<file path="config.mk">
export PLATFORM = sky130hd
export DESIGN_NAME = ps2_device_tx_flat
export DESIGN_NICKNAME = d
export VERILOG_FILES = /design/src/rtl/ps2_device_tx_if.sv /design/src/rtl/ps2_device_tx.sv /design/src/flat_wrapper.sv
export SDC_FILE = /design/constraint.sdc
export NUM_CORES = 1
export LEC_CHECK = 0
export ABC_AREA = 1
export CAP_MARGIN = 25
export CORE_MARGIN = 3
export CORE_UTILIZATION = 55
export DETAILED_ROUTE_END_ITERATION = 10
export HOLD_SLACK_MARGIN = 0.08
export PLACE_DENSITY = 0.73
export SLEW_MARGIN = 20
export SYNTH_ARGS = -nofsm -noshare
export SYNTH_HDL_FRONTEND = slang
export SYNTH_SLANG_ARGS = --single-unit
</file>
<file path="constraint.sdc">
create_clock -name CLOCK_50 -period 3.4 [get_ports CLOCK_50]
set_input_delay 0.68 -clock CLOCK_50 [delete_from_list [all_inputs] [get_ports CLOCK_50]]
set_output_delay 0.68 -clock CLOCK_50 [all_outputs]
set_load 0.01 [all_outputs]
</file>
<file path="src/rtl/ps2_device_tx_if.sv">
// Signal bundle between a keystroke source and the PS/2 device transmitter.
// The master side enqueues scan codes and drives inhibit; the slave side is the transmitter.
interface ps2_device_tx_if #(
  parameter int FIFO_DEPTH = 8
);
  localparam int CW = $clog2(FIFO_DEPTH + 1);

  logic          key_action;
  logic [7:0]    scan_code;
  logic          host_inhibit;
  logic          ps2_clk;
  logic          ps2_dat;
  logic          busy;
  logic [CW-1:0] fifo_count;
  logic          overflow;

  modport master (
    output key_action, scan_code, host_inhibit,
    input  ps2_clk, ps2_dat, busy, fifo_count, overflow
  );

  modport slave (
    input  key_action, scan_code, host_inhibit,
    output ps2_clk, ps2_dat, busy, fifo_count, overflow
  );
endinterface

</file>
<file path="src/rtl/ps2_device_tx.sv">
// FIFO-buffered PS/2 device transmitter: serialises queued scan codes as 11-bit frames,
// aborting and resending the head byte whenever the host inhibits before the stop bit.
//
// state  | meaning
// S_IDLE | lines high, waiting for a queued byte and no inhibit
// S_HIGH | ps2_clk high phase of the current bit, data driven
// S_LOW  | ps2_clk low phase of the current bit, host samples
// S_GAP  | both lines high after a frame or an abort
module ps2_device_tx #(
  parameter int CLK_DIV    = 4,
  parameter int FIFO_DEPTH = 8,
  parameter int GAP_CYCLES = 16,
  parameter bit ODD_PARITY = 1'b1
) (
  input  logic           CLOCK_50,
  input  logic           reset,
  ps2_device_tx_if.slave bus
);
  localparam int CW   = $clog2(FIFO_DEPTH + 1);
  localparam int PW   = $clog2(FIFO_DEPTH);
  localparam int TMAX = (CLK_DIV > GAP_CYCLES) ? CLK_DIV : GAP_CYCLES;
  localparam int TW   = $clog2(TMAX + 1);

  localparam logic [CW-1:0] FULL_COUNT = CW'(FIFO_DEPTH);
  localparam logic [TW-1:0] PHASE_LOAD = TW'(CLK_DIV - 1);
  localparam logic [TW-1:0] GAP_LOAD   = TW'(GAP_CYCLES - 1);
  localparam logic [3:0]    STOP_BIT   = 4'd10;

  typedef enum logic [1:0] {
    S_IDLE,
    S_HIGH,
    S_LOW,
    S_GAP
  } state_t;

  state_t        state_q, state_d;
  logic [TW-1:0] tmr_q, tmr_d;
  logic [3:0]    bit_q, bit_d;
  logic [10:0]   frame_q, frame_d;

  logic [7:0]    mem_q [FIFO_DEPTH];
  logic [PW-1:0] rd_ptr_q, wr_ptr_q;
  logic [CW-1:0] count_q, count_d;
  logic          overflow_q, overflow_d;

  logic          push, pop, full, tmr_done, abort;
  logic [7:0]    head;
  logic          parity;

  assign head     = mem_q[rd_ptr_q];
  assign parity   = (^head) ^ ODD_PARITY;
  assign tmr_done = (tmr_q == '0);
  // Inhibit only matters before the stop bit; once bit 10 is on the line the byte counts as sent.
  assign abort    = bus.host_inhibit && (bit_q != STOP_BIT);

  always_comb begin
    state_d = state_q;
    tmr_d   = tmr_q;
    bit_d   = bit_q;
    frame_d = frame_q;
    pop     = 1'b0;
    unique case (state_q)
      S_IDLE: begin
        if ((count_q != '0) && !bus.host_inhibit) begin
          state_d = S_HIGH;
          tmr_d   = PHASE_LOAD;
          bit_d   = '0;
          frame_d = {1'b1, parity, head, 1'b0};
        end
      end
      S_HIGH: begin
        if (abort) begin
          state_d = S_GAP;
          tmr_d   = GAP_LOAD;
        end else if (tmr_done) begin
          state_d = S_LOW;
          tmr_d   = PHASE_LOAD;
        end else begin
          tmr_d = tmr_q - 1'b1;
        end
      end
      S_LOW: begin
        if (abort) begin
          state_d = S_GAP;
          tmr_d   = GAP_LOAD;
        end else if (tmr_done) begin
          if (bit_q == STOP_BIT) begin
            state_d = S_GAP;
            tmr_d   = GAP_LOAD;
            pop     = 1'b1;
          end else begin
            state_d = S_HIGH;
            tmr_d   = PHASE_LOAD;
            bit_d   = bit_q + 4'd1;
          end
        end else begin
          tmr_d = tmr_q - 1'b1;
        end
      end
      S_GAP: begin
        if (tmr_done) begin
          state_d = S_IDLE;
        end else begin
          tmr_d = tmr_q - 1'b1;
        end
      end
      default: state_d = S_IDLE;
    endcase
  end

  // A pop in the same cycle frees a slot, so a write to a full queue still lands.
  assign full = (count_q == FULL_COUNT);
  assign push = bus.key_action && (!full || pop);

  always_comb begin
    count_d = count_q;
    if (push && !pop) begin
      count_d = count_q + 1'b1;
    end else if (pop && !push) begin
      count_d = count_q - 1'b1;
    end
    overflow_d = overflow_q | (bus.key_action & full & ~pop);
  end

  always_ff @(posedge CLOCK_50 or posedge reset) begin
    if (reset) begin
      state_q    <= S_IDLE;
      tmr_q      <= '0;
      bit_q      <= '0;
      frame_q    <= '1;
      rd_ptr_q   <= '0;
      wr_ptr_q   <= '0;
      count_q    <= '0;
      overflow_q <= 1'b0;
    end else begin
      state_q    <= state_d;
      tmr_q      <= tmr_d;
      bit_q      <= bit_d;
      frame_q    <= frame_d;
      count_q    <= count_d;
      overflow_q <= overflow_d;
      if (push) begin
        wr_ptr_q <= wr_ptr_q + 1'b1;
      end
      if (pop) begin
        rd_ptr_q <= rd_ptr_q + 1'b1;
      end
    end
  end

  always_ff @(posedge CLOCK_50) begin
    if (push) begin
      mem_q[wr_ptr_q] <= bus.scan_code;
    end
  end

  assign bus.ps2_clk    = (state_q != S_LOW);
  assign bus.ps2_dat    = ((state_q == S_HIGH) || (state_q == S_LOW)) ? frame_q[bit_q] : 1'b1;
  assign bus.busy       = (state_q != S_IDLE);
  assign bus.fifo_count = count_q;
  assign bus.overflow   = overflow_q;
endmodule

</file>
<file path="src/flat_wrapper.sv">
// flat-port wrapper written by rule: the top's interface ports become plain ports
module ps2_device_tx_flat 
#(
  parameter int CLK_DIV    = 4,
  parameter int FIFO_DEPTH = 8,
  parameter int GAP_CYCLES = 16,
  parameter bit ODD_PARITY = 1'b1
)
  (CLOCK_50, reset, bus_key_action, bus_scan_code, bus_host_inhibit, bus_ps2_clk, bus_ps2_dat, bus_busy, bus_fifo_count, bus_overflow);
  ps2_device_tx_if #(.FIFO_DEPTH(FIFO_DEPTH)) bus_i ();
  input  logic CLOCK_50;
  input  logic reset;
  input wire logic [$bits(bus_i.key_action)-1:0] bus_key_action;
  input wire logic [$bits(bus_i.scan_code)-1:0] bus_scan_code;
  input wire logic [$bits(bus_i.host_inhibit)-1:0] bus_host_inhibit;
  output wire logic [$bits(bus_i.ps2_clk)-1:0] bus_ps2_clk;
  output wire logic [$bits(bus_i.ps2_dat)-1:0] bus_ps2_dat;
  output wire logic [$bits(bus_i.busy)-1:0] bus_busy;
  output wire logic [$bits(bus_i.fifo_count)-1:0] bus_fifo_count;
  output wire logic [$bits(bus_i.overflow)-1:0] bus_overflow;
  assign bus_i.key_action = bus_key_action;
  assign bus_i.scan_code = bus_scan_code;
  assign bus_i.host_inhibit = bus_host_inhibit;
  assign bus_ps2_clk = bus_i.ps2_clk;
  assign bus_ps2_dat = bus_i.ps2_dat;
  assign bus_busy = bus_i.busy;
  assign bus_fifo_count = bus_i.fifo_count;
  assign bus_overflow = bus_i.overflow;
  ps2_device_tx #(.CLK_DIV(CLK_DIV), .FIFO_DEPTH(FIFO_DEPTH), .GAP_CYCLES(GAP_CYCLES), .ODD_PARITY(ODD_PARITY)) u_core (.CLOCK_50(CLOCK_50), .reset(reset), .bus(bus_i));
endmodule
</file>
Word-level counts from Yosys, hierarchy flattened:

Memory sizes are Yosys's and may differ from the RTL's.
Index checks and enable logic that the tools add are counted.

* logic and storage cells: 90
* memories: 1
* output and inout bits: 8
* input port bits: 12
* register bits after elaboration: 32
* RAM bits: 64

* equal/unequal tests: 15
* add/sub/neg operators: 6
* reduce and logical (&&, ||, !) cells: 22
* bitwise logic cells: 5
* multiplexer cells: 32
* order comparisons: 1

Memory list
* u_core.mem_q: words 8, width 8, rd ports 1, clocked after Yosys merged registers in 0, wr ports 1, line ps2_device_tx.sv:41 `logic [7:0] mem_q [FIFO_DEPTH];`

Operators by type and width (number)
* $mux W5: 6
* $mux W4: 7
* $pmux W5 S4: 1
* $mux W2: 7
* $add A4 B1 Y4 const B: 2
* $eq A4 B4 Y1 const B: 2
* $mux W1: 8
* $ne A2 B2 Y1 const B: 4
* $pmux W2 S4: 1
* $pmux W4 S2: 1
* $reduce_xor A8 Y1: 1
* $add A3 B1 Y3 const B: 2
* $ne A2 B1 Y1 const B: 3
* $ne A3 B1 Y1 const B: 2
* $reduce_bool A2 Y1: 3
* $logic_and A1 B1 Y1: 5
* $logic_not A5 Y1: 1
* $lt A4 B5 Y1 const B: 1
* $reduce_and A5 Y1: 1
* $sub A5 B1 Y5 const B: 1
* $bmux W1 S4: 1
* $eq A2 B2 Y1 const B: 2
* $logic_not A1 Y1: 4
* $ne A4 B4 Y1 const B: 1
* other kinds (10): 14

Depth between registers and ports, before layout:

* word-level depth: 11
* mapped depth: 19
* depth with buffers taken out: 19

Worst setup path before layout:

Ideal clock, no wire load.

* path type: register to register
* start point: register u_core.state_q[0]
* end point: register u_core.count_q[3], in the netlist u_core.bus.fifo_count[3]
* arrival: 2.675 ns
* setup time: 0.122 ns
* clock period less this slack: 2.797 ns
* cell stages (with the launch flop): 18
* path buffers: 0
* data required time: 3.278 ns
* setup slack: 0.603 ns
* path through: dfrtp_1 > inv_1 > ha_1 > inv_2 > nor3_4 > nor2_2 > inv_2 > nand2_2 > inv_2 > ha_1 > inv_1 > ha_1 > and3_1 > a211oi_1 > nor2_1 > nor2_1 > nand2_1 > xor2_1

* word-level cells in the longest chain between the ends: 7
* elaborated cells on any way between the ends: 10
* those cells by class: eq/ne: 1; mux: 2; reduce/logical: 7

Ends and longest elaborated chain
* from (decl): line ps2_device_tx.sv:36 `state_t state_q, state_d;`
* from (signal assigned): line ps2_device_tx.sv:136 `state_q <= state_d;`
* $eq A2 B2 Y1 (*): line ps2_device_tx.sv:62 `unique case (state_q)`
* $mux W1 (*): line ps2_device_tx.sv:62
* $logic_or A1 B1 Y1 (*): line ps2_device_tx.sv:113 `assign push = bus.key_action && (!full || pop);`
* $logic_and A1 B1 Y1 (*): line ps2_device_tx.sv:113
* net u_core.push: line ps2_device_tx.sv:46 `logic push, pop, full, tmr_done, abort;`
* $logic_not A1 Y1: line ps2_device_tx.sv:119 `end else if (pop && !push) begin`
* $logic_and A1 B1 Y1: line ps2_device_tx.sv:119
* $reduce_bool A2 Y1 (no line)
* to (signal assigned): line ps2_device_tx.sv:140 `count_q <= count_d;`
* to (decl): line ps2_device_tx.sv:43 `logic [CW-1:0] count_q, count_d;`

Mark *: on every way through the listed nets, which the timed path passes. The rest lies on a longest branch.
A chain may end at the register's enable or synchronous reset.

Worst setup path in the final report:

Ends and elaborated chain as after synthesis.

==> results.py <==
metrics = {
    "die": {
        "die_area_um2": 10030,
        "core.rowCount": 33,
        "start_util_pct": 57.89,
        "io_pins": 20,
        "core_region_area_um2": 8423,
        "die_w_um": 100.2,
        "dieHeight_um": 100.2,
    },
    "sta": {
        "setup_viol_count_final": 0,
        "hold_violations": 0,
        "finalCriticalPeriod_ps": 3067,
        "final.setup.worst_slack_ps": 332.6,
        "min_period_over_period_pct": 90.22,
        "relSlewSlack_pct": 49.48,
        "drv_slew": 0,
        "rsz0062_at_grt": "no",
        "worst_clock_skew_ps": 19.61,
        "fin_tns_setup_ps": 0,
        "holdWs_ps": 466.3,
        "tightest_slew_ps": 757.8,
        "fmax_mhz": 326.0,
    },
    "power": {
        "power_w": 0.003719,
        "leakagePower_nw": 2.487,
        "powerDensity_nw_per_um2": 692.0,
        "peakVddDrop_v": 0.0004133,
    },
    "yosys": {
        "yosysUniqueCellTypes": 42,
        "yosysSeqAreaShare_pct": 56.09,
        "synth_top_cells_by_count": "178 x nand2_1, 81 x inv_1, 64 x edfxtp_1, 46 x nand3_1, 38 x nor2_1",
        "ys_ff_latch": 96,
        "ys_warn_count": 0,
        "synth_cells": 547,
        "async_flop_share_pct": 33.33,
        "synthFlopType": "edfxtp_1",
        "synthTopCellsByArea": "edfxtp_1 39%, nand2_1 14%, dfrtp_1 11%",
        "yosys.area.top_type": "edfxtp_1",
        "synth_nets": 573,
        "synthesis.area_um2": 4876,
        "synth_edf_count": 64,
        "synth_top_area_share_pct": 39.41,
        "avgSynthCellArea_um2": 8.914,
        "yosys.cell_count.top_type": "nand2_1",
    },
    "cts": {
        "hold_buffers": 0,
        "cts_root_buf": "clkbuf_8",
        "cts_buffers": 9,
        "cts_setup_buffers": 0,
        "clkTransAtPathRegs_ps": 100,
        "clk_path_buf_depth": 2,
        "post_cts_resized": 0,
        "h-tree-depth": 3,
        "tritoncts": "yes",
        "clk_latency_ps": 360,
        "clock_sinks": 96,
    },
    "worst_setup_path": {
        "crit_path_start_kind": "flop",
        "critPathKind": "flop to flop",
        "crit_path_cell_trace": "inv_1 -> ha_1 -> inv_2 -> nor3_4 -> nor2_2 -> inv_2 -> nand2_2 -> inv_2 -> ha_1 -> inv_1 -> ha_1 -> and3_1 -> a211oi_1 -> nor2_1 -> nor2_1 -> nand2_1 -> xor2_1",
        "end_kind": "flop",
        "critPathArrivalTime_ps": 3330,
        "cp_data_required_time_ps": 3660,
        "slowest_stage": "dfrtp_1",
        "worst-path-max-fanout": 6,
        "critical-path-max-stage-delay_ps": 420,
    },
    "layout": {
        "seq_area_um2": 2735,
        "syn2layout_area_growth_pct": 10.21,
        "layout.nets": 596,
        "multi_input_area_um2": 1705,
        "final_layout_size_suffix_gt1_share_pct": 9.739,
        "antennaDiodeCount": 0,
        "fillers": 698,
        "fin_area_um2": 5374,
    },
    "min_path": {
        "min_path_type": "flop to flop",
    },
    "placement": {
        "port_buffers": 19,
        "place_ws_ps": 362.4,
        "gp_congestion": 0.8904,
        "dpl_cell_area_um2": 5151,
        "dp_hpwl_mm": 6.468,
    },
    "routing": {
        "via_count": 3495,
        "drtIter0Drc": 277,
        "drc": 0,
        "first_pass_iters": 5,
        "wirelength_mm": 9.521,
        "via_per_inst": 5.140,
        "ant_nets": 0,
        "wire_per_inst_um": 14.00,
    },
    "global_routing": {
        "antenna_found_initial": 0,
        "grt_pass1_vias": 3293,
        "grt_max_degree": 26,
        "overflow": 0,
        "grt_pass1_wl_mm": 15.73,
        "grt_use_total_pct": 20.21,
    },
    "outcome": {
        "status": "complete, no violations",
    },
    "flow_run": {
        "cap_violations": 0,
    },
}
-- cells by family (layout without fill, tap and decap cells) --
family | Yosys count | in the layout | share of synthesized area (%)
and+or+nand+nor | 277 | 277 | 23.63
DFF | 96 | 96 | 56.09
buffers and inverters | 104 | 132 | 8.930
AOI/OAI and AO/OA | 45 | 45 | 5.543
adders and majority gates | 14 | 14 | 3.747
xor gates and xnor gates | 9 | 9 | 1.617
muxes | 2 | 2 | 0.4362
-- power by group --
part	leakage (nW)	internal [W]	switching (W)
clock network	0.105	0.000355	0.000398
registers	0.960	0.00156	0.000159
logic	1.42	0.000491	0.000758
-- worst paths after layout --
path                       cells after the start                        to  slack [ps]                start
hold reg to reg                                1       u_core.bus.overflow         470  u_core.bus.overflow
hold / removal                                 1       u_core.bus.overflow         470  u_core.bus.overflow
setup / recovery                              17  u_core.bus.fifo_count[3]         330    u_core.state_q[0]
max in group asynchronous                      4         u_core.frame_q[1]        2200                reset
setup reg to reg                              17  u_core.bus.fifo_count[3]         330    u_core.state_q[0]
min in group asynchronous                      2        u_core.wr_ptr_q[1]         530                reset
-- through the flow --
stage	util [%]	instances
finish	63.80	680
global route	63.80	680
CTS	63.62	679
detailed placement	61.16	663
global placement	61.16	663
floorplan	-	547
-- layout make-up --
cell class              count  area share (%)
repair buffers             27           4.796
clock buffers              12           3.283
clock inverters             4          0.5821
multi-input cells         347           31.73
well taps                 105           2.445
inverters                  89           6.263
flip-flops and latches     96           50.90
-- routing by layer --
layer	global-route usage, %	share of wire, %	routed length (um)
met1	28.23	45	4315
met2	32.26	48	4573
met3	3.892	5.3	500
met4	6.218	1.4	131
met5	0	0	0
-- placed cells by master, fill, tap and decap left out, types with 7 or more instances in the layout --
master	netlist	layout
edfxtp_1	64	64
nand2_1	178	178
dfstp_2	10	10
nand3_1	46	46
nor2_1	38	38
buf_4	6	7
clkdlybuf4s50_1	0	19
ha_1	13	13
dfrtp_1	22	22
clkbuf_8	0	11
inv_1	81	80
o21ai_0	20	20
-- critical path, delay by kind of cell (launching register included) --
family / cells / cell delay (ps)
adder cells (fa/ha/maj): 3 / 840
AO/OA/AOI/OAI: 1 / 270
flip-flops: 1 / 420
XOR/XNOR: 1 / 140
buffers and inverters: 5 / 490
AND/OR/NAND/NOR: 7 / 790
-- sequential cells by signal, summed over array words and instances, names as in the netlist --
| name | flops |
|---|---|
| u_core.mem_q | 64 |
| u_core.frame_q | 10 |
| u_core.tmr_q | 5 |
| u_core.bit_q | 4 |
| u_core.bus.fifo_count | 4 |
| u_core.rd_ptr_q | 3 |
| u_core.wr_ptr_q | 3 |
| u_core.state_q | 2 |
| u_core.bus.overflow | 1 |
(Power assumes the default switching activity.)
